[src/rtl/muldiv_ctrl.sv]
// muldiv_ctrl: control-side sequencer for the multicycle divider and multiplier.
// It launches DIV/MULT operations with a one-cycle start pulse, waits for the
// unit's done level, and writes the result into the architectural HI/LO
// registers. It also serves MTHI/MTLO moves directly from IDLE. While an
// operation is in flight the pipeline is stalled. Divide-by-zero and
// handshake timeouts raise sticky flags that only reset clears.
module muldiv_ctrl #(
    parameter int TIMEOUT = 64,
    parameter int CW      = 7
) (
    input  logic        Clock,
    input  logic        reset,
    input  logic        OpValid,
    input  logic [2:0]  Op,
    input  logic [31:0] OpA,
    input  logic [31:0] OpB,
    output logic [31:0] ArgA,
    output logic [31:0] ArgB,
    output logic        CtoD,
    output logic        CtoM,
    input  logic        DtoC,
    input  logic        MtoC,
    input  logic        DivZero,
    input  logic [31:0] DivHigh,
    input  logic [31:0] DivLow,
    input  logic [31:0] MulHigh,
    input  logic [31:0] MulLow,
    output logic        Stall,
    output logic [31:0] HiOut,
    output logic [31:0] LoOut,
    output logic        DivZeroExc,
    output logic        Timeout
);

    // Request codes
    localparam logic [2:0] OP_DIV  = 3'b001;
    localparam logic [2:0] OP_MULT = 3'b010;
    localparam logic [2:0] OP_MTHI = 3'b011;
    localparam logic [2:0] OP_MTLO = 3'b100;

    // Last counter value before the wait is abandoned. The counter is cleared
    // in the START state and is 0 on the first WAIT cycle, so reaching this
    // value means TIMEOUT cycles have been spent waiting.
    localparam logic [CW-1:0] CNT_LAST = CW'(TIMEOUT - 1);
    localparam logic [CW-1:0] CNT_ONE  = CW'(1);

    typedef enum logic [2:0] {
        ST_IDLE   = 3'd0,
        ST_DSTART = 3'd1,
        ST_DWAIT  = 3'd2,
        ST_MSTART = 3'd3,
        ST_MWAIT  = 3'd4
    } state_t;

    state_t        state_r;
    state_t        state_s;

    logic [CW-1:0] cnt_r;
    logic [CW-1:0] cnt_s;
    logic          cnt_hit_s;

    logic [31:0]   arg_a_r, arg_a_s;
    logic [31:0]   arg_b_r, arg_b_s;
    logic [31:0]   hi_r, hi_s;
    logic [31:0]   lo_r, lo_s;
    logic          ctod_r, ctod_s;
    logic          ctom_r, ctom_s;
    logic          stall_r, stall_s;
    logic          dz_exc_r, dz_exc_s;
    logic          timeout_r, timeout_s;

    assign cnt_hit_s = (cnt_r == CNT_LAST);

    // State register: reset returns to IDLE and abandons any in-flight op
    always_ff @(posedge Clock) begin
        if (!reset) begin
            state_r <= ST_IDLE;
        end else begin
            state_r <= state_s;
        end
    end

    // Next-state logic: requests are only accepted in IDLE; a wait ends on done or timeout
    always_comb begin
        state_s = state_r;
        case (state_r)
            ST_IDLE: begin
                if (OpValid && (Op == OP_DIV)) begin
                    state_s = ST_DSTART;
                end else if (OpValid && (Op == OP_MULT)) begin
                    state_s = ST_MSTART;
                end else begin
                    state_s = ST_IDLE;
                end
            end
            ST_DSTART: begin
                state_s = ST_DWAIT;
            end
            ST_DWAIT: begin
                if (DtoC || cnt_hit_s) begin
                    state_s = ST_IDLE;
                end else begin
                    state_s = ST_DWAIT;
                end
            end
            ST_MSTART: begin
                state_s = ST_MWAIT;
            end
            ST_MWAIT: begin
                if (MtoC || cnt_hit_s) begin
                    state_s = ST_IDLE;
                end else begin
                    state_s = ST_MWAIT;
                end
            end
            default: begin
                state_s = ST_IDLE;
            end
        endcase
    end

    // Output logic: next values of every registered output and of the wait counter
    always_comb begin
        arg_a_s   = arg_a_r;
        arg_b_s   = arg_b_r;
        hi_s      = hi_r;
        lo_s      = lo_r;
        dz_exc_s  = dz_exc_r;
        timeout_s = timeout_r;
        cnt_s     = cnt_r;
        // Start pulses and stall are Moore decodes of the upcoming state, so the
        // start pulse lasts exactly the one START cycle and stall falls in the
        // same cycle HI/LO take the result.
        ctod_s    = (state_s == ST_DSTART);
        ctom_s    = (state_s == ST_MSTART);
        stall_s   = (state_s != ST_IDLE);
        case (state_r)
            ST_IDLE: begin
                if (OpValid) begin
                    case (Op)
                        OP_DIV, OP_MULT: begin
                            arg_a_s = OpA;
                            arg_b_s = OpB;
                        end
                        OP_MTHI: begin
                            hi_s = OpA;
                        end
                        OP_MTLO: begin
                            lo_s = OpA;
                        end
                        default: begin
                            hi_s = hi_r;
                        end
                    endcase
                end else begin
                    cnt_s = cnt_r;
                end
            end
            ST_DSTART, ST_MSTART: begin
                cnt_s = {CW{1'b0}};
            end
            ST_DWAIT: begin
                // Done takes priority over a timeout landing on the same edge
                if (DtoC) begin
                    if (DivZero) begin
                        dz_exc_s = 1'b1;
                    end else begin
                        hi_s = DivHigh;
                        lo_s = DivLow;
                    end
                end else if (cnt_hit_s) begin
                    timeout_s = 1'b1;
                end else begin
                    cnt_s = cnt_r + CNT_ONE;
                end
            end
            ST_MWAIT: begin
                // The divider's zero flag has no meaning for a multiply
                if (MtoC) begin
                    hi_s = MulHigh;
                    lo_s = MulLow;
                end else if (cnt_hit_s) begin
                    timeout_s = 1'b1;
                end else begin
                    cnt_s = cnt_r + CNT_ONE;
                end
            end
            default: begin
                cnt_s = {CW{1'b0}};
            end
        endcase
    end

    // Output registers: reset clears all architectural state and sticky flags
    always_ff @(posedge Clock) begin
        if (!reset) begin
            arg_a_r   <= 32'd0;
            arg_b_r   <= 32'd0;
            hi_r      <= 32'd0;
            lo_r      <= 32'd0;
            ctod_r    <= 1'b0;
            ctom_r    <= 1'b0;
            stall_r   <= 1'b0;
            dz_exc_r  <= 1'b0;
            timeout_r <= 1'b0;
            cnt_r     <= {CW{1'b0}};
        end else begin
            arg_a_r   <= arg_a_s;
            arg_b_r   <= arg_b_s;
            hi_r      <= hi_s;
            lo_r      <= lo_s;
            ctod_r    <= ctod_s;
            ctom_r    <= ctom_s;
            stall_r   <= stall_s;
            dz_exc_r  <= dz_exc_s;
            timeout_r <= timeout_s;
            cnt_r     <= cnt_s;
        end
    end

    assign ArgA       = arg_a_r;
    assign ArgB       = arg_b_r;
    assign CtoD       = ctod_r;
    assign CtoM       = ctom_r;
    assign Stall      = stall_r;
    assign HiOut      = hi_r;
    assign LoOut      = lo_r;
    assign DivZeroExc = dz_exc_r;
    assign Timeout    = timeout_r;

endmodule

[config.mk]
export PLATFORM = sky130hd
export DESIGN_NAME = muldiv_ctrl
export DESIGN_NICKNAME = d
export VERILOG_FILES = /design/src/rtl/muldiv_ctrl.sv
export SDC_FILE = /design/constraint.sdc
export NUM_CORES = 1
export LEC_CHECK = 0
export CAP_MARGIN = 40
export CORE_MARGIN = 2
export CORE_UTILIZATION = 40
export CTS_CLUSTER_DIAMETER = 120
export DETAILED_ROUTE_END_ITERATION = 8
export PLACE_DENSITY = 0.77
export SETUP_SLACK_MARGIN = 0.1
export SYNTH_ARGS = -nofsm -noshare
export SYNTH_HDL_FRONTEND = slang
export SYNTH_SLANG_ARGS = --single-unit
[constraint.sdc]
create_clock -name Clock -period 2.06 [get_ports Clock]
set_input_delay 0.515 -clock Clock [delete_from_list [all_inputs] [get_ports Clock]]
set_output_delay 0.515 -clock Clock [all_outputs]
set_load 0.01 [all_outputs]
Yosys cells after proc, flatten, opt, wreduce, memory -nomap -nowiden
Cells that the tools add are included.
- flip-flop bits (word level): 143
- bits in latches: 0
- RAM bits: 0
- memory bits (read-only): 0
- output and inout port bits: 133
- memories: 0
- add/subtract/negate cells: 1
- multiply operators: 0
- div/mod/pow operators: 0
- magnitude comparators: 0
- equality and inequality tests: 19
- shifts and indexed selects: 0
- mux-type cells: 25
- bitwise operators: 1
- reduce and logical (&&, ||, !) cells: 15
- operator list (kind ; count):
    32-bit 2-to-1 mux ; 10
    32-bit case mux with 3 select lines ; 2
    7-bit 2-to-1 mux ; 3
    7-bit case mux with 3 select lines ; 1
    3-bit by 2-bit == test with 1-bit output (second input constant) ; 5
    3-bit case mux with 5 select lines ; 1
    2-bit != test (second input constant) ; 6
    3-bit AND reduction ; 4
    6-bit AND reduction ; 2
    3-bit by 1-bit == test with 1-bit output (second input constant) ; 3
    7-bit by 1-bit adder with 7-bit output (second input constant) ; 1
    7-bit by 6-bit == test with 1-bit output (second input constant) ; 1
    3-bit == test (second input constant) ; 2
    2-bit 2-to-1 mux ; 3
    3-bit nonzero test ; 2
    2-bit by 1-bit != test with 1-bit output (second input constant) ; 2
    3-bit zero test ; 1
    1-bit 2-to-1 mux ; 3
    3-bit 2-to-1 mux ; 1
    1-bit logical AND ; 2
    1-bit logical OR ; 2
    1-bit case mux with 2 select lines ; 1
    2-bit nonzero test ; 1
    2-bit OR reduction ; 1
    1-bit NOT ; 1

Longest topological paths before layout
Gate-level depths: netlist of the first run.
- depth in word-level cells: 6
- depth in mapped cells: 7

Worst setup path before layout of the first run
Ideal clock, no wire load.
- path type: register to register
- start point: reg state_r[1]
- end point: reg hi_r[10], in the netlist HiOut[10]
- library setup time: 0.116 ns
- arrival time: 1.401 ns
- data required time: 1.944 ns
- setup slack: 0.543 ns
- cell stages (with the launch flop): 8
- buffers on the path: 3
- path through: dfxtp_1 buf_6 or3b_1 buf_2 buf_6 nand3_1 nand4_1 o211a_1
- word-level cells in the longest chain between the ends: 3
- RTL lines (element ; line ; text):
    start, declared ; 55 ; state_t state_r;
    start signal, assigned ; 79 ; state_r <= state_s;
    3-bit by 2-bit == test with 1-bit output, or another cell as far along ; 137 ; case (state_r)
    2-bit != test (no source line), or another cell as far along ; -- ;
    6-bit AND reduction (no source line) ; -- ;
    end signal, assigned ; 210 ; hi_r <= hi_s;
    end, declared ; 64 ; logic [31:0] hi_r, hi_s;
Parallel ways exist; a longest one is shown, timed or not.
A chain may end at the register's enable or synchronous reset.

Worst setup path after layout of the first run
- start point: reg lo_r[17], in the netlist LoOut[17]
- end point: out LoOut[17]
- RTL lines (element ; line ; text):
    start, declared ; 65 ; logic [31:0] lo_r, lo_s;
    start signal, assigned ; 211 ; lo_r <= lo_s;
    end, declared ; 30 ; output logic [31:0] LoOut,
No word-level cell between the ends.

==> impl_metrics.toml, run 1 <==
[cts]
cts_tree = "yes"
cts.path.max_buffers = 2
cts_sinks = 143
cts_setup_buffers = 0
cts_buffers = 17
cts.clk_slew.worst_paths_ns = 0.06
htreeDepth = 4
root_buffer = "clkbuf_16"
clk_latency_ns = 0.41

[hold_path]
min_path_cells = 3
hp-start = "reset"
hp-class = "in2reg"
min_to = "cnt_r[6]"

[yosys]
synth_top_cell_area_share = 0.436
yosysTopAreaCell = "dfxtp_1"
yosys.area_share.simple = 0.213
synth_top_family_by_area = "compound AO/OA/AOI/OAI gates"
ys.flop_type = "dfxtp_1"
postSynthCellCount = 717
synth_edf_count = 0
synth-warning-count = 0
synth_fp_nets = 919
synth_xor_area_frac = 0.00134
yosysUniqueCellTypes = 48
synthMuxAreaShare = 0.00305
ys_ff_latch = 143
syn_area_per_cell_um2 = 9.15
netlist_area_um2 = 6560
synth-async-reset-ratio = 0
synth_adder_area_share = 0.00191
yosysSeqAreaShare = 0.436
synth.area.top_cells = "dfxtp_1, o211a_1, nand2_1"
synth-compound-area-share = 0.275

[timing]
period_share = 0.920
min_period_ns = 1.90
fmax_mhz = 528
clock_skew_ns = 0.00522
whs_ns = 0.443
hold_viol = 0
layout_setup_ws_ns = 0.164
tightest_slew_ns = 0.499
setup_viol = 0
rsz0062_at_grt = "false"
maxSlewViolCount = 0
relSlewSlack = 0.667
fin_setup_tns_ns = 0

[finish]
antennaDiodeCount = 0
n_fill_cell = 1346
drive_above_1_share = 0.0910
areaGrowthSynthToFinish_pct = 64.5
final_common_cell = "clkdlybuf4s50_1"
final_core_util = 0.677
layout_common_cells = "clkdlybuf4s50_1, dfxtp_1, nand2_1"
nets = 1235

[worst_setup_path]
worstPathBufferInverterCount = 1
worstSetupEndpointType = "primary output"
cp_top_family = "buffers and inverters"
r2r_slack_ns = 0.23
r2r_end = "HiOut[28]"
rr_startpoint = "state_r[0]"
crit_chain = "clkdlybuf4s50_1"
r2r_cells = 5
critPathKind = "reg2out"
startpoint_type = "register"
cp.arrival_ns = 1.38
cp_slowest_cell = "clkdlybuf4s50_1"
max_stage_delay_ns = 0.58
cp_data_required_time_ns = 1.54
path_max_fanout = 2

[global_routing]
grt.overflow.total = 0
grt_pass1_vias = 6678
grt_max_degree = 57
grt_pass1_wl_um = 37500
grt_usage = 0.272
antenna_found_initial = 0

[power]
swShare = 0.246
p_leak_nw = 4.52
total_power_mw = 7.51
comb_power_share = 0.193
powerDensity_nw_per_um2 = 696
intPower_mw = 5.66
clkPwrFrac = 0.407
p_sw_mw = 1.84
p_seq_frac = 0.400
ir_worst_vdd_mv = 0.636

[die]
core_um2 = 15900
rows = 46
dieArea_um2 = 17400
pin_count = 334
die_w_um = 132
chipHeight_um = 132
start_util = 0.411

[detailed_routing]
drtAntennaViolNets = 0
drtPass1Iterations = 5
wl_per_cell_um = 19.3
vias_per_cell = 5.48
drc_errors = 0
num_vias = 6901
routed_wl_um = 24300
dr.first_iter.drc_count = 370

[outcome]
status = "finished, final reports clean"

[placed_design]
preCtsSetupSlack_ns = -0.155
routabilityCongestion = 0.825
hpwl_um = 18400
portBuffers = 333

[flow_run]
max-cap-violations = 0
[synth_stat cells, types with 10 or more instances]
| master | count |
|---|---|
| clkbuf_1 | 28 |
| a21boi_0 | 27 |
| nand3_1 | 28 |
| buf_2 | 22 |
| a22oi_1 | 65 |
| buf_4 | 19 |
| o211a_1 | 64 |
| nand4_1 | 64 |
| dfxtp_1 | 143 |
| a21boi_1 | 39 |
| nand3_2 | 10 |
| nand2_1 | 139 |
[cell type report]
class                   instances  area, um^2  share of cell area
multi-input cells             496        3300               0.305
clock buffers                  19         443              0.0410
repair buffers                374        3770               0.349
inverters                       1        3.75            0.000348
well taps                     216         270              0.0250
flip-flops and latches        143        2870               0.266
clock inverters                11         143              0.0132
[worst max path at each step]
stage,from,end,slack (ns),cells after the start
after floorplan,state_r[1],HiOut[10],0.54,7
after global placement,MtoC,HiOut[5],-0.10,6
after detailed placement,MtoC,LoOut[15],-0.16,6
after CTS,LoOut[20],LoOut[20],0.11,1
after global routing,LoOut[17],LoOut[17],0.11,1
final,LoOut[17],LoOut[17],0.16,1
[through the flow]
stage               cells  instance area, um^2
CTS                  1260                10800
global route         1260                10800
floorplan             717                 6560
detailed placement   1230                10200
finish               1260                10800
global placement     1230                10200
[state kept, by name, summed over array words and instances, names as in the netlist]
register	count
ArgA	32
ArgB	32
HiOut	32
LoOut	32
cnt_r	7
state_r	3
CtoD	1
CtoM	1
DivZeroExc	1
Stall	1
Timeout	1
[cell families (layout without fill, tap and decap cells)]
family	Yosys count	after routing
adders and majority gates	1	1
and+or+nand+nor	274	274
DFF	143	143
muxes	2	2
buffers and inverters	78	405
AOI/OAI and AO/OA	218	218
xor gates and xnor gates	1	1
[per-layer routing]
layer	global-route usage	part of all wire
met1	0.338	0.41
met2	0.455	0.48
met3	0.0723	0.082
met4	0.0954	0.022
met5	0	0
[power groups by stage]
stage	sequential (mW)	clock (mW)	combinational (mW)
after CTS	3.00	3.11	1.45
after global routing	3.02	3.24	1.54
final	3.00	3.06	1.45
after detailed placement	3.06	0	1.45
after floorplan	3.11	0	0.470
after global placement	3.05	0	1.44
[what timing repair did]
action	4_1_cts	5_1_grt
hold buffers	0	0
endpoints found under the setup margin	0	69
resized for setup	0	5
Note: power is estimated with default switching activity, not from simulation.
==> run 2: changes to the inputs <==
--- a/config.mk
+++ b/config.mk
@@ -7,10 +7,10 @@
 export LEC_CHECK = 0
 export CAP_MARGIN = 40
 export CORE_MARGIN = 2
-export CORE_UTILIZATION = 40
+export CORE_UTILIZATION = 36
 export CTS_CLUSTER_DIAMETER = 120
 export DETAILED_ROUTE_END_ITERATION = 8
-export PLACE_DENSITY = 0.77
+export PLACE_DENSITY = 0.73
 export SETUP_SLACK_MARGIN = 0.1
 export SYNTH_ARGS = -nofsm -noshare
 export SYNTH_HDL_FRONTEND = slang
==> constraint.sdc (replaced) <==
create_clock -name Clock -period 1.7 [get_ports Clock]
set_input_delay 0.425 -clock Clock [delete_from_list [all_inputs] [get_ports Clock]]
set_output_delay 0.425 -clock Clock [all_outputs]
set_load 0.01 [all_outputs]
==> run 2 against run 1 <==
Core utilization increased by 1.2 points. Power is 28% higher. Design area rose by 14%. Global-route usage barely moved. Sequential power rose by 21%. Count of clock-buffer cells in the layout rose by 3. Largest cell class unchanged. The flow now finishes with violations (negative setup slack). Worst setup slack worse by 0.17 ns. Clock skew rose by 0.0015 ns. Non-clock buffer count grew 62. Routed wire length grew 22%.
==> impl_metrics.toml, run 2 (synthesis results as in run 1) <==
[detailed_routing]
dr.first_iter.drc_count = 517
num_vias = 7461
wl_per_cell_um = 22.2
drtPass1Iterations = 8
drtAntennaViolNets = 0
routed_wl_um = 29600
vias_per_cell = 5.58
drc_errors = 0

[placed_design]
hpwl_um = 18900
preCtsSetupSlack_ns = -0.428
routabilityCongestion = 0.826
portBuffers = 333

[global_routing]
antenna_found_initial = 0
grt_pass1_vias = 6932
grt_usage = 0.272
grt_pass1_wl_um = 40700
grt.overflow.total = 0
grt_max_degree = 55

[cts]
hold_buffers = 0
cts_tree = "yes"
root_buffer = "clkbuf_16"
cts_sinks = 143
clk_latency_ns = 0.41
htreeDepth = 4
cts.path.max_buffers = 2
cts.clk_slew.worst_paths_ns = 0.06
cts_buffers = 17

[worst_setup_path]
cp_slowest_cell = "dfxtp_4"
max_stage_delay_ns = 0.38
path_max_fanout = 7
cp.arrival_ns = 2.00
crit_chain = "buf_8 > nor3_4 > buf_6 > buf_6 > buf_6 > nand3_4 > clkbuf_16 > nand2_1 > a21boi_0"
startpoint_type = "register"
cp_data_required_time_ns = 2.00
worstSetupEndpointType = "register"
critPathKind = "reg2reg"
cpMostUsedCell = "buf_6"

[timing]
clock_skew_ns = 0.00673
hold_viol = 0
fmax_mhz = 586
min_period_ns = 1.71
period_share = 1.00
maxSlewViolCount = 0
fin_setup_tns_ns = -0.00753
relSlewSlack = 0.662
layout_setup_ws_ns = -0.00711
rsz0062_at_grt = "true"
tightest_slew_ns = 0.507
whs_ns = 0.450
setup_viol = 2

[power]
ir_worst_vdd_mv = 0.686
p_leak_nw = 5.82
powerDensity_nw_per_um2 = 778
total_power_mw = 9.60

[die]
pin_count = 334
dieArea_um2 = 19300
die_w_um = 139
chipHeight_um = 139
core_um2 = 17900
start_util = 0.366
rows = 49

[finish]
areaGrowthSynthToFinish_pct = 88.1
layout_common_cells = "clkdlybuf4s50_1, dfxtp_1, dlygate4sd2_1"
drive_above_1_share = 0.234
final_core_util = 0.689
nets = 1298
final_common_cell = "clkdlybuf4s50_1"
antennaDiodeCount = 0

[outcome]
status = "finished, violations left"
violations = "negative setup slack"

[flow_run]
max-cap-violations = 0

[hold_path]
hp-class = "reg2reg"
run 2: power breakdown:
part / switching [mW] / internal [mW] / leakage, nW
Clock: 1.45 / 2.42 / 0.293
Sequential: 0.104 / 3.53 / 1.17
Combinational: 0.937 / 1.16 / 4.36
run 2: path summary, 6_finish.rpt:
kind | startpoint | to | slack, ns | depth (start not counted)
max reg2reg | state_r[0] | ArgB[6] | -0.007 | 9
min | ArgB[15] | ArgB[15] | 0.45 | 2
max | state_r[0] | ArgB[6] | -0.007 | 9
min reg2reg | ArgB[15] | ArgB[15] | 0.45 | 2
run 2: repair_timing:
item	CTS	global route
gates resized for setup	211	128
setup buffers	13	9
setup endpoints to repair	270	140
gates cloned	13	16
pin swaps	10	66
run 2: routing by layer:
metal  track usage  up-vias  share of wire
li1              -     3436              -
met1         0.341     3601           0.40
met2         0.455      378           0.50
met3        0.0722       46          0.077
met4        0.0930        0          0.025
met5             0        -              0
run 2: stage by stage:
step | instance area (um^2) | instances
CTS | 11600 | 1314
global placement | 10400 | 1257
global route | 12300 | 1337
finish | 12300 | 1337
floorplan | 6560 | 717
detailed placement | 10400 | 1257
run 2: worst max-delay path, delay by kind of cell (launching register included):
| family | cells | cell delay, ns |
|---|---|---|
| AOI/OAI and AO/OA | 1 | 0.08 |
| buffers and inverters | 5 | 0.73 |
| and+or+nand+nor | 3 | 0.40 |
| DFF | 1 | 0.38 |
run 2: cell type report:
type	instances	area [um^2]
multi-input combinational	497	3890
clock buffer	22	474
sequential	143	2880
timing repair buffer	436	4680
inverter	1	3.75
fill	1380	5560
tap	229	287
clock inverter	9	133
==> run 3: changes to the inputs <==
--- a/config.mk
+++ b/config.mk
@@ -10,7 +10,7 @@
 export CORE_UTILIZATION = 36
 export CTS_CLUSTER_DIAMETER = 120
 export DETAILED_ROUTE_END_ITERATION = 8
-export PLACE_DENSITY = 0.73
+export PLACE_DENSITY = 0.81
 export SETUP_SLACK_MARGIN = 0.1
 export SYNTH_ARGS = -nofsm -noshare
 export SYNTH_HDL_FRONTEND = slang
==> constraint.sdc (replaced) <==
create_clock -name Clock -period 1.4 [get_ports Clock]
set_input_delay 0.35 -clock Clock [delete_from_list [all_inputs] [get_ports Clock]]
set_output_delay 0.35 -clock Clock [all_outputs]
set_load 0.01 [all_outputs]
==> run 3 against run 2 <==
The run still ends with negative setup slack left. Sequential share of layout area is 2.1 points higher. Die area stayed put. Clock power is 13% higher. Sequential cell count stayed put. Final cell count is 0.60% lower. Power is 16% higher. Hold slack worse by 0.067 ns. Register-to-register slack worse by 0.20 ns. Core utilization is 5.0 points lower. Clock skew is 0.0050 ns higher. Critical path type unchanged.
==> impl_metrics.toml, run 3 (synthesis results as in run 1) <==
[outcome]
status = "finished, violations left"
violations = "negative setup slack"

[power]
clkPwrFrac = 0.394
p_leak_nw = 5.27
ir_worst_vdd_mv = 0.817
powerDensity_nw_per_um2 = 972
p_seq_frac = 0.397
intPower_mw = 8.03
comb_power_share = 0.209
swShare = 0.278
total_power_mw = 11.1
p_sw_mw = 3.09

[die]
pin_count = 334
start_util = 0.366
dieArea_um2 = 19300
core_um2 = 17900
die_w_um = 139
chipHeight_um = 139
rows = 49

[worst_setup_path]
crit_chain = "buf_6 > or3b_4 > buf_12 > nand3_2 > nand4_1 > o211a_1"
cp_data_required_time_ns = 1.72
crit_start = "state_r[2]"
max_stage_delay_ns = 0.41
rr_startpoint = "state_r[2]"
worstSetupEndpointType = "register"
startpoint_type = "register"
critPathKind = "reg2reg"
path_max_fanout = 18
cp_slowest_cell = "or3b_4"
cp.arrival_ns = 1.93

[detailed_routing]
dr.first_iter.drc_count = 500
routed_wl_um = 29200
drtAntennaViolNets = 0
num_vias = 7393
wl_met3_um = 2270
wl_per_cell_um = 22.0
highest_layer = "met4"
vias_per_cell = 5.56
drtPass1Iterations = 5
drc_errors = 0
wl_met1_um = 11700
routed-wl-met2_um = 14200

[cts]
cts_tree = "yes"
htreeDepth = 4
clk_latency_ns = 0.42
root_buffer = "clkbuf_16"
cts_sinks = 143
cts.path.max_buffers = 2
hold_buffers = 0
cts_buffers = 17
cts.clk_slew.worst_paths_ns = 0.07

[hold_path]
hp-class = "in2reg"
hp-start = "reset"

[timing]
setup_viol = 140
fin_setup_tns_ns = -20.40
fmax_mhz = 621
rsz0062_at_grt = "true"
hold_viol = 0
maxSlewViolCount = 0
relSlewSlack = 0.750
min_period_ns = 1.61
clock_skew_ns = 0.0118
period_share = 1.15
tightest_slew_ns = 0.374
layout_setup_ws_ns = -0.210

[placed_design]
portBuffers = 333
routabilityCongestion = 0.865
preCtsSetupSlack_ns = -0.579
hpwl_um = 18800

[global_routing]
grt_usage = 0.261
grt_pass1_vias = 7059
antenna_found_initial = 0
grt_max_degree = 74
grt_pass1_wl_um = 39600
grt.overflow.total = 0

[flow_run]
max-cap-violations = 0

[finish]
drive_above_1_share = 0.341
nets = 1289
layout_common_cells = "clkdlybuf4s50_1, nand2_1, dfxtp_1"
final_common_cell = "clkdlybuf4s50_1"
areaGrowthSynthToFinish_pct = 74.5
n_fill_cell = 1467
antennaDiodeCount = 0
## run 3: cell types whose count changed in the layout (fill, tap and decap cells not counted), sizes merged
| cell | previous run | this run |
|---|---|---|
| buf | 93 | 171 |
| bufinv | 3 | 1 |
| clkbuf | 32 | 74 |
| clkdlybuf4s15 | 0 | 1 |
| clkdlybuf4s50 | 194 | 196 |
| clkinv | 3 | 6 |
| clkinvlp | 2 | 4 |
| dlygate4sd2 | 136 | 2 |
| dlymetal6s2s | 2 | 1 |
| inv | 2 | 3 |
## run 3: final timing paths
| path | endpoint | slack (ns) | cells past startpoint |
|---|---|---|---|
| worst max-delay path | LoOut[2] | -0.21 | 6 |
| worst max register to register | LoOut[2] | -0.21 | 6 |
| worst min-delay path | cnt_r[4] | 0.38 | 3 |
| worst min register to register | ArgB[9] | 0.45 | 2 |
## run 3: metal layers
metal / vias up / track usage
met4: 0 / 0.116
li1: 3409 / -
met3: 63 / 0.0749
met2: 401 / 0.425
met5: - / 0
met1: 3520 / 0.320
## run 3: critical path, delay by kind of cell (launching register included)
kind / cells / cell delay, ns
simple gates: 3 / 0.65
buf+inv: 2 / 0.32
compound gates: 1 / 0.14
flops: 1 / 0.38
## run 3: through the flow
step / std cells / util / cell area, um^2 / hold WS, ns
after floorplan: 717 / - / 6620 / 0.440
after CTS: 1298 / 0.602 / 10800 / 0.343
after global routing: 1329 / 0.639 / 11400 / 0.370
after detailed placement: 1263 / 0.583 / 10400 / 0.444
final: 1329 / 0.639 / 11400 / 0.382
after global placement: 1263 / 0.583 / 10400 / 0.440
## run 3: area by class of cell
type                    instances  area (um^2)  share of cell area
repair buffers                427         3940               0.344
clock buffers                  19          443              0.0387
clock inverters                13          115              0.0101
well taps                     229          287              0.0250
flip-flops and latches        143         2900               0.254
inverters                       1         3.75            0.000328
multi-input cells             497         3750               0.328
## run 3: what timing repair did
action	4_1_cts	5_1_grt
setup endpoints to repair	274	208
cloned	1	20
buffers inserted	2	11
gates resized for setup	440	228
pin swaps	4	39
## run 3: power by group through the flow
stage               Clock, mW  Sequential, mW  Combinational [mW]
global placement            0            4.49                2.13
floorplan                   0            4.58               0.700
finish                   4.38            4.42                2.32
global route             4.63            4.44                2.46
CTS                      4.42            4.40                2.02
detailed placement          0            4.50                2.15
